[src/rtl/vram_writer.sv]
// Write side of the VGA frame RAM: accepts (x, y, colour) pixel writes and runs a
// whole-frame fill engine, both driving one registered RAM write port.
module vram_writer #(
    parameter int H_ACT = 640,
    parameter int V_ACT = 480,
    parameter int DW    = 12,
    parameter int AW    = 15,
    parameter int SHIFT = 4
) (
    input  logic          clk,
    input  logic          rstn,
    input  logic          px_valid,
    output logic          px_ready,
    input  logic [9:0]    px_x,
    input  logic [8:0]    px_y,
    input  logic [DW-1:0] px_data,
    input  logic          fill_req,
    input  logic [DW-1:0] fill_color,
    output logic          busy,
    output logic          fill_done,
    output logic          we,
    output logic [AW-1:0] waddr,
    output logic [DW-1:0] wdata,
    output logic [7:0]    drop_cnt
);

    localparam int NWORDS = (H_ACT * V_ACT) >> SHIFT;

    localparam logic [0:0] S_IDLE = 1'b0;
    localparam logic [0:0] S_FILL = 1'b1;

    localparam logic [9:0]    LP_HACT   = 10'(H_ACT);
    localparam logic [8:0]    LP_VACT   = 9'(V_ACT);
    localparam logic [AW-1:0] LP_NWORDS = AW'(NWORDS);

    logic [0:0]    r_state;
    logic [AW-1:0] r_cnt;
    logic [DW-1:0] r_color;
    logic          r_we;
    logic [AW-1:0] r_waddr;
    logic [DW-1:0] r_wdata;
    logic          r_done;
    logic [7:0]    r_drop;

    logic [18:0]   w_paddr;
    logic          w_inRange;

    // y*640 + x as two shifted copies of y plus x, no multiplier needed
    assign w_paddr   = {1'b0, px_y, 9'b0} + {3'b0, px_y, 7'b0} + {9'b0, px_x};
    assign w_inRange = (px_x < LP_HACT) && (px_y < LP_VACT);

    assign px_ready  = (r_state == S_IDLE) && !fill_req;
    assign busy      = (r_state == S_FILL);
    assign we        = r_we;
    assign waddr     = r_waddr;
    assign wdata     = r_wdata;
    assign fill_done = r_done;
    assign drop_cnt  = r_drop;

    // The counter runs one past the last word so the exit edge follows the final write
    always_ff @(posedge clk) begin
        if (!rstn) begin
            r_state <= S_IDLE;
            r_cnt   <= '0;
            r_color <= '0;
            r_we    <= 1'b0;
            r_waddr <= '0;
            r_wdata <= '0;
            r_done  <= 1'b0;
            r_drop  <= '0;
        end else begin
            r_we   <= 1'b0;
            r_done <= 1'b0;
            case (r_state)
                S_IDLE: begin
                    if (fill_req) begin
                        r_state <= S_FILL;
                        r_color <= fill_color;
                        r_cnt   <= '0;
                    end else if (px_valid) begin
                        if (w_inRange) begin
                            r_we    <= 1'b1;
                            r_waddr <= AW'(w_paddr >> SHIFT);
                            r_wdata <= px_data;
                        end else if (r_drop != 8'hFF) begin
                            r_drop <= r_drop + 8'd1;
                        end
                    end
                end
                S_FILL: begin
                    if (r_cnt == LP_NWORDS) begin
                        r_state <= S_IDLE;
                        r_done  <= 1'b1;
                    end else begin
                        r_we    <= 1'b1;
                        r_waddr <= r_cnt;
                        r_wdata <= r_color;
                        r_cnt   <= r_cnt + 1'b1;
                    end
                end
                default: r_state <= S_IDLE;
            endcase
        end
    end

endmodule

[config.mk]
export PLATFORM = sky130hd
export DESIGN_NAME = vram_writer
export DESIGN_NICKNAME = d
export VERILOG_FILES = /design/src/rtl/vram_writer.sv
export SDC_FILE = /design/constraint.sdc
export NUM_CORES = 1
export LEC_CHECK = 0
export CAP_MARGIN = 10
export CORE_AREA = 4 4 86 88
export DETAILED_ROUTE_END_ITERATION = 8
export DIE_AREA = 0 0 90 92
export GPL_TIMING_DRIVEN = 1
export PLACE_DENSITY = 0.85
export SYNTH_ARGS = -nofsm -noshare
export SYNTH_HDL_FRONTEND = slang
export SYNTH_SLANG_ARGS = --single-unit
[constraint.sdc]
create_clock -name clk -period 8.1 [get_ports clk]
set_input_delay 1.215 -clock clk [delete_from_list [all_inputs] [get_ports clk]]
set_output_delay 1.215 -clock clk [all_outputs]
set_load 0.1 [all_outputs]
Yosys cells after proc, flatten, opt, wreduce, memory -nomap -nowiden
Index checks and enable logic that the tools add are counted.
Widths: inputs -> output; s select.
- output and inout port bits: 39
- logic and storage cells: 53
- bits of input ports: 47
- bits in registers: 65
- equality and inequality tests: 7
- $lt $le $gt $ge: 2
- bitwise gates (word level): 3
- multiplexer cells: 21
- add/sub/neg operators: 4
- reduce and logical (&&, ||, !) cells: 8
- operators with widths (kind ; number):
    $mux 15 ; 6
    $pmux 15 s2 ; 2
    $mux 12 ; 4
    $pmux 12 s2 ; 1
    $add 18x16->19 ; 1
    $add 19x10->19 ; 1
    $add 15x1->15 const B ; 1
    $eq 15x15->1 const B ; 1
    $lt 10x10->1 const B ; 1
    $ne 2x2->1 const B ; 5
    $lt 9x9->1 const B ; 1
    $add 8x1->8 const B ; 1
    $ne 8x8->1 const B ; 1
    $mux 1 ; 6
    $reduce_and 2->1 ; 3
    $reduce_and 5->1 ; 1
    $pmux 1 s2 ; 2
    $reduce_and 4->1 ; 1
    $not 1->1 ; 3
    $logic_and 1x1->1 ; 2
    $logic_not 1->1 ; 1

Logic depth before layout (Yosys ltp)
Gate-level depths: netlist of run 1.
- word-level depth: 6
- mapped depth: 9
- mapped depth without buffers: 9

Worst setup path after synthesis of run 1
OpenSTA, ideal clock, no wires.
- path type: input-to-reg
- start: input port fill_req
- end: register r_waddr[0], in the netlist waddr[0]
- library setup time: 0.080 ns
- required time: 8.020 ns
- cell stages on the path: 6
- slack: 4.221 ns
- arrival: 3.798 ns
- path through: nor2_1 nand4_1 nand2_2 clkbuf_1 nor2_1 a211oi_2
- longest elaborated chain between the ends: 2
- ends and longest elaborated chain (what ; RTL line ; text):
    start: declaration ; 17 ; input logic fill_req,
    $ne 2x2->1 (no line) ; -- ;
    $reduce_and 4->1 (no line) ; -- ;
    end signal: assignment ; 83 ; r_waddr <= AW'(w_paddr >> SHIFT);
    end signal: assignment ; 96 ; r_waddr <= r_cnt;
    end: declaration ; 40 ; logic [AW-1:0] r_waddr;
Every way passes these cells.
A chain may end at the register's enable or synchronous reset.

Final worst setup path of run 1
- start: input port fill_req
- end: output port px_ready
- longest elaborated chain between the ends: 2
- ends and longest elaborated chain (what ; RTL line ; text):
    $logic_not 1->1 ; 52 ; assign px_ready = (r_state == S_IDLE) && !fill_req;
    $logic_and 1x1->1 ; 52 ;
    end: declaration ; 13 ; output logic px_ready,
Every way passes these cells.

==> run_results.csv, run 1 <==
group,metric,value,unit
sta,setup_viol,0,
critical_path,cp-start-kind,"input pin",
sta,tightestPinTransition,1.01,ns
sta,fin_worst_skew,0.00723,ns
synthesis,ys_types,49,
detailed_routing,vias,3195,
layout,finish.net_count,546,
clock_tree,cts-resized-gates,0,
detailed_routing,avgRoutedWirePerCell,15.5,um
placed_design,dp_cells,546,
layout,diodes,0,
critical_path,crit_family,"buffers and inverters",
critical_path,reg2reg_depth,5,
sta,slew_viol_final,0,
synthesis,synth_seq_cells,65,
floorplanning,row_count,30,
placed_design,gp_congestion,0.880,
critical_path,crit_type,"in -> out",
critical_path,crit_buf_inv,2,
grt,first_global_vias,3073,
grt,overflow,0,
synthesis,yosys-top-cells-count,"dfxtp_1 (65), nor2_1 (47), nand2_1 (46)",
min_path,worstHoldEndpoint,"r_color[0]",
synthesis,syn_inst,407,
sta,period_share,52.1,%
synthesis,yosysMostFrequentCell,"dfxtp_1",
pwr,p_per_area,209,nW/um^2
synthesis,ys_async_sr_fraction,0,%
sta,setup_tns,0,ns
critical_path,cp_slowest_stage_delay,1.16,ns
critical_path,end_kind,"output port",
clock_tree,cts_tree,"yes",
detailed_routing,wl,8720,um
sta,slew_headroom,32.5,%
clock_tree,cts_buffer_depth,2,
synthesis,synth_top_area_share,37.2,%
clock_tree,ctsHoldBuffers,0,
synthesis,netlist_area,3500,um^2
detailed_routing,drt-initial-drc-count,177,
sta,period_needed,4.22,ns
min_path,worstHoldStart,"r_color[0]",
placed_design,place_hpwl,6190,um
critical_path,rr_startpoint,"r_cnt[4]",
synthesis,syn_nets,476,
critical_path,cp.arrival,3.00,ns
clock_tree,cts_buffers,9,
clock_tree,clk_pin_slew,0.07,ns
layout,stdcell_count,562,
detailed_routing,drt_first_pass_iters,4,
min_path,min_path_cells,2,
critical_path,crit_path_frequent_cell,"clkdlybuf4s50_1",
run,drv_cap,0,
sta,hold_violations,0,
clock_tree,cts-root-buf,"clkbuf_8",
synthesis,ys_warn_count,0,
grt,antenna_found_initial,0,
synthesis,synth_edf_count,0,
floorplanning,die_width,90,um
critical_path,critical_path_required,6.88,ns
critical_path,reg2reg_setup_slack,4.87,ns
floorplanning,start_util,52.7,%
floorplanning,core_area,6640,um^2
floorplanning,io_pins,86,
floorplanning,dieArea,8280,um^2
critical_path,crit_fanout,4,
layout,drive_above_1_share,6.64,%
synthesis,ys.flop_type,"dfxtp_1",
synthesis,seq_area_frac_synth,37.2,%
critical_path,r2r-end,"waddr[10]",
grt,grt_pass1_wl,14400,um
synthesis,synth_area_leaders,"dfxtp_1 (37%), ha_1 (7.1%), mux2i_1 (6.3%)",
critical_path,cp_cell_sequence,"clkdlybuf4s50_1 -> nor2_1 -> clkdlybuf4s50_1",
status,outcome,"finished clean",
min_path,hp-class,"reg -> reg",
clock_tree,postCtsSetupRepairBufs,0,
detailed_routing,final_antenna_net_count,0,
grt,grt_usage,21.3,%
sta,holdWs,0.458,ns
detailed_routing,drcViolationCount,0,
sta,max_freq,237,MHz
layout,syn_to_final_growth,29.7,%
floorplanning,die_h,92,um
detailed_routing,vias_per_cell,5.69,
placed_design,port_buffers,81,
sta,rsz0062_at_grt,"no",
grt,grt_start_max_net_pins,54,
critical_path,crit_slowest_cell,"clkdlybuf4s50_1",
synthesis,syn_avg_cell_area,8.60,um^2
clock_tree,htree_levels,3,
pwr,ir_worst_vdd,0.000146,V
clock_tree,insertion_delay,0.34,ns
pwr,leakagePower,1.72,nW
synthesis,synth_largest_area_cell,"dfxtp_1",
clock_tree,numClockSinks,65,
## power breakdown
| part | leakage, nW | internal [mW] | total, mW | switching, mW |
|---|---|---|---|---|
| registers | 0.532 | 0.339 | 0.350 | 0.0110 |
| logic | 1.08 | 0.0901 | 0.292 | 0.202 |
| clock network | 0.113 | 0.181 | 0.305 | 0.124 |
| total | 1.72 | 0.611 | 0.948 | 0.337 |
## worst reg2reg max path, delay by kind of cell, from the launching register on
| kind | cells | cell delay, ns |
|---|---|---|
| flip-flops | 1 | 0.39 |
| AO/OA/AOI/OAI | 3 | 1.33 |
| AND/OR/NAND/NOR | 2 | 1.34 |
## layout make-up
cell class                      count  area, um^2
Timing Repair Buffer               82         818
Inverter                           12        45.0
Sequential cell                    65        1300
Fill cell                         553        2100
Clock inverter                      5        78.8
Multi-Input combinational cell    307        2050
Tap cell                           80         100
Clock buffer                       11         141
## layout by cell type, fill, tap and decap left out, types with 2 or more instances in the layout
cell             synthesis  routed
a211oi_1                15      15
a211oi_2                 8       8
a21oi_1                 26      26
a31oi_1                  3       3
a41oi_1                  2       2
and2_1                   4       4
and3_1                   6       6
and4_1                   4       4
bufinv_16                0       2
clkbuf_8                 0      10
clkdlybuf4s50_1          0      81
clkinv_2                 0       2
dfxtp_1                 65      64
fa_1                     2       2
ha_1                    20      20
inv_1                   11      11
mux2i_1                 22      22
nand2_1                 46      46
nand3_1                 14      14
nand4_1                 10      10
nand4b_1                 2       2
nor2_1                  47      47
nor2b_1                  4       4
nor3_1                   6       6
o211a_1                  3       3
o211ai_1                 4       4
o21a_1                   3       3
o21ai_0                 18      18
o311a_1                  3       3
o311ai_0                 4       4
or3_1                    6       6
or4_1                    2       2
xnor2_1                  3       3
xor2_1                   7       7
## per-stage QoR
stage | utilization, % | instance area [um^2] | power, mW | worst slack [ns]
after detailed placement | 65.0 | 4320 | 0.649 | 3.87
final | 68.3 | 4540 | 0.948 | 3.88
after global routing | 68.3 | 4540 | 0.989 | 3.82
after CTS | 68.3 | 4540 | 0.955 | 3.87
after floorplan | - | 3500 | 0.574 | 4.22
after global placement | 65.0 | 4320 | 0.644 | 3.88
## worst max-delay path by stage
stage,endpoint,start,slack (ns),depth (start not counted)
global placement,px_ready,fill_req,3.88,3
detailed placement,px_ready,fill_req,3.87,3
global route,px_ready,fill_req,3.82,3
CTS,px_ready,fill_req,3.87,3
finish,px_ready,fill_req,3.88,3
floorplan,waddr[0],fill_req,4.22,6
## metal layers
| layer | global-route usage, % | part of all wire [%] |
|---|---|---|
| met1 | 27.3 | 46 |
| met2 | 34.8 | 47 |
| met3 | 5.17 | 5.5 |
| met4 | 7.91 | 1.1 |
| met5 | 0 | 0 |
## registers in the layout, indices dropped and copies added (netlist names)
| signal | cells |
|---|---|
| we | 1 |
| r_color | 12 |
| busy | 1 |
| wdata | 12 |
| waddr | 15 |
| fill_done | 1 |
| drop_cnt | 8 |
| r_cnt | 15 |
## logic make-up (layout without fill, tap and decap cells)
group | count (synthesis) | after routing | synth area share [%]
AO/OA/AOI/OAI | 96 | 96 | 20.0
multiplexers | 23 | 23 | 6.61
adder cells (fa/ha/maj) | 22 | 22 | 8.29
XOR/XNOR | 10 | 10 | 2.50
AND/OR/NAND/NOR | 156 | 156 | 21.2
buffers and inverters | 35 | 110 | 4.18
flip-flops | 65 | 65 | 37.2
Note: power is estimated with default switching activity, not from simulation.
==> run 2: changes to the inputs <==
--- a/config.mk
+++ b/config.mk
@@ -6,11 +6,11 @@
 export NUM_CORES = 1
 export LEC_CHECK = 0
 export CAP_MARGIN = 10
-export CORE_AREA = 4 4 86 88
+export CORE_AREA = 4 4 89 91
 export DETAILED_ROUTE_END_ITERATION = 8
-export DIE_AREA = 0 0 90 92
+export DIE_AREA = 0 0 93 95
 export GPL_TIMING_DRIVEN = 1
-export PLACE_DENSITY = 0.85
+export PLACE_DENSITY = 0.79
 export SYNTH_ARGS = -nofsm -noshare
 export SYNTH_HDL_FRONTEND = slang
 export SYNTH_SLANG_ARGS = --single-unit
==> constraint.sdc (replaced) <==
create_clock -name clk -period 4 [get_ports clk]
set_input_delay 0.6 -clock clk [delete_from_list [all_inputs] [get_ports clk]]
set_output_delay 0.6 -clock clk [all_outputs]
set_load 0.1 [all_outputs]
==> run 2 against run 1 <==
Register-to-register slack got worse by 3.6 ns. Critical path type is now in -> reg. Sequential cell count unchanged. Non-clock buffer count increased by 3. Utilization decreased by 4.3 points. Largest power group unchanged. Sequential share of layout area decreased by 0.20 points.
==> run_results.csv, run 2 (synthesis results as in run 1) <==
group,metric,value,unit
status,outcome,"finished clean",
critical_path,cp_cell_sequence,"clkdlybuf4s50_1 -> inv_1 -> fa_1 -> inv_1 -> fa_1 -> a211oi_1 -> o211ai_1 -> and3_1 -> o311a_1 -> nor2_1",
layout,drive_above_1_share,7.22,%
layout,final_common_cell,"clkdlybuf4s50_1",
critical_path,critical_path_required,4.28,ns
sta,period_share,78.9,%
critical_path,crit_buf_inv,3,
grt,grt_start_max_net_pins,54,
floorplanning,die_width,93,um
layout,finish.net_count,549,
clock_tree,ctsHoldBuffers,0,
sta,fin_worst_skew,0.00930,ns
clock_tree,insertion_delay,0.34,ns
critical_path,crit_type,"in -> reg",
grt,grt_pass1_wl,14300,um
min_path,hp-class,"reg -> reg",
floorplanning,die_h,95,um
floorplanning,start_util,49.1,%
detailed_routing,vias,3222,
pwr,clkPwrFrac,31.9,%
detailed_routing,drt_first_pass_iters,4,
pwr,p_int,1.23,mW
grt,overflow,0,
pwr,switching_share,35.9,%
pwr,p_per_area,418,nW/um^2
pwr,ir_worst_vdd,0.000264,V
detailed_routing,avgRoutedWirePerCell,15.1,um
critical_path,cp_slowest_stage_delay,0.53,ns
sta,period_needed,3.15,ns
pwr,power.total,1.91,mW
layout,diodes,0,
placed_design,port_buffers,81,
sta,setup_viol,0,
sta,setup_tns,0,ns
clock_tree,cts_buffer_depth,2,
grt,antenna_found_initial,0,
layout,final_cell_mix,"clkdlybuf4s50_1 (79), dfxtp_1 (64), nor2_1 (47), nand2_1 (46), a21oi_1 (26)",
critical_path,crit_fanout,3,
placed_design,gp_congestion,0.861,
critical_path,crit_family,"adder cells",
sta,hold_violations,0,
floorplanning,row_count,31,
detailed_routing,vias_per_cell,5.52,
run,drv_cap,0,
clock_tree,numClockSinks,65,
clock_tree,cts-root-buf,"clkbuf_8",
sta,max_freq,317,MHz
placed_design,place_area,4360,um^2
critical_path,cp-start-kind,"input pin",
layout,syn_to_final_growth,30.6,%
critical_path,cp.arrival,3.43,ns
sta,tightestPinTransition,1.01,ns
floorplanning,io_pins,86,
clock_tree,postCtsSetupRepairBufs,0,
sta,slew_viol_final,0,
clock_tree,cts_tree,"yes",
pwr,switching_power,0.687,mW
clock_tree,clk_pin_slew,0.08,ns
clock_tree,cts_buffers,9,
detailed_routing,drt-initial-drc-count,171,
pwr,leakagePower,1.73,nW
grt,grt_usage,20.1,%
floorplanning,dieArea,8840,um^2
floorplanning,core_area,7140,um^2
pwr,comb_power_share,30.5,%
pwr,seq_power_share,37.5,%
placed_design,place_hpwl,6390,um
sta,rsz0062_at_grt,"no",
critical_path,crit_slowest_cell,"fa_1",
detailed_routing,final_antenna_net_count,0,
sta,slew_headroom,32.3,%
sta,layout_setup_ws,0.845,ns
detailed_routing,drcViolationCount,0,
placed_design,post-place-ws,0.512,ns
detailed_routing,wl,8840,um
critical_path,end_kind,"flop",
layout,design_area,4570,um^2
grt,first_global_vias,3036,
clock_tree,htree_levels,3,
clock_tree,cts-resized-gates,0,
==> run 2: cell count changes in the layout (fill, tap and decap cells not counted), sizes merged <==
cell	delta
buf	+5
inv	+1
clkinvlp	+1
clkdlybuf4s50	-2
clkinv	-3
clkbuf	+1
==> run 2: power groups by stage <==
stage                     clock network, mW  registers (mW)  logic (mW)
final                                 0.611           0.718       0.584
after floorplan                           0           0.945       0.217
after global routing                  0.656           0.724       0.621
after CTS                             0.626           0.718       0.586
after global placement                    0           0.732       0.575
after detailed placement                  0           0.733       0.584
==> run 2: path summary, 6_finish.rpt <==
path,from,end,slack (ns),cells after the start
max,px_x[9],waddr[12],0.85,10
min,r_color[10],r_color[10],0.46,2
max reg2reg,r_cnt[4],wdata[2],1.28,7
min reg2reg,r_color[10],r_color[10],0.46,2
==> run 2: metal layers <==
metal / up-vias / wire [um] / track usage (%) / part of all wire, %
met5: - / 0 / 0 / 0
met4: 0 / 216 / 8.67 / 2.4
met3: 19 / 402 / 4.78 / 4.5
li1: 1630 / - / - / -
met2: 73 / 4200 / 32.4 / 47
met1: 1500 / 4020 / 25.8 / 46
==> run 2: layout make-up <==
cell class,count,area [um^2]
fill,634,2560
multi-input combinational,307,2050
sequential,65,1300
timing repair buffer,85,836
clock buffer,12,135
tap,99,124
clock inverter,4,76.3
inverter,12,45.0
==> run 2: worst reg2reg max path, stage by stage (launching register included) <==
cell,delay (ns)
dfxtp_1,0.39
or4_4,0.57
o41ai_4,0.35
buf_4,0.25
nand2_2,0.47
buf_4,0.38
nor2_1,0.10
a211oi_1,0.05
==> run 2: metrics by stage <==
step                      hold WS (ns)  std cells  utilization (%)
after global routing             0.487        584             64.1
after global placement           0.442        568             61.1
after detailed placement         0.449        568             61.1
after floorplan                  0.436        407                -
after CTS                        0.461        584             64.1
final                            0.459        584             64.1
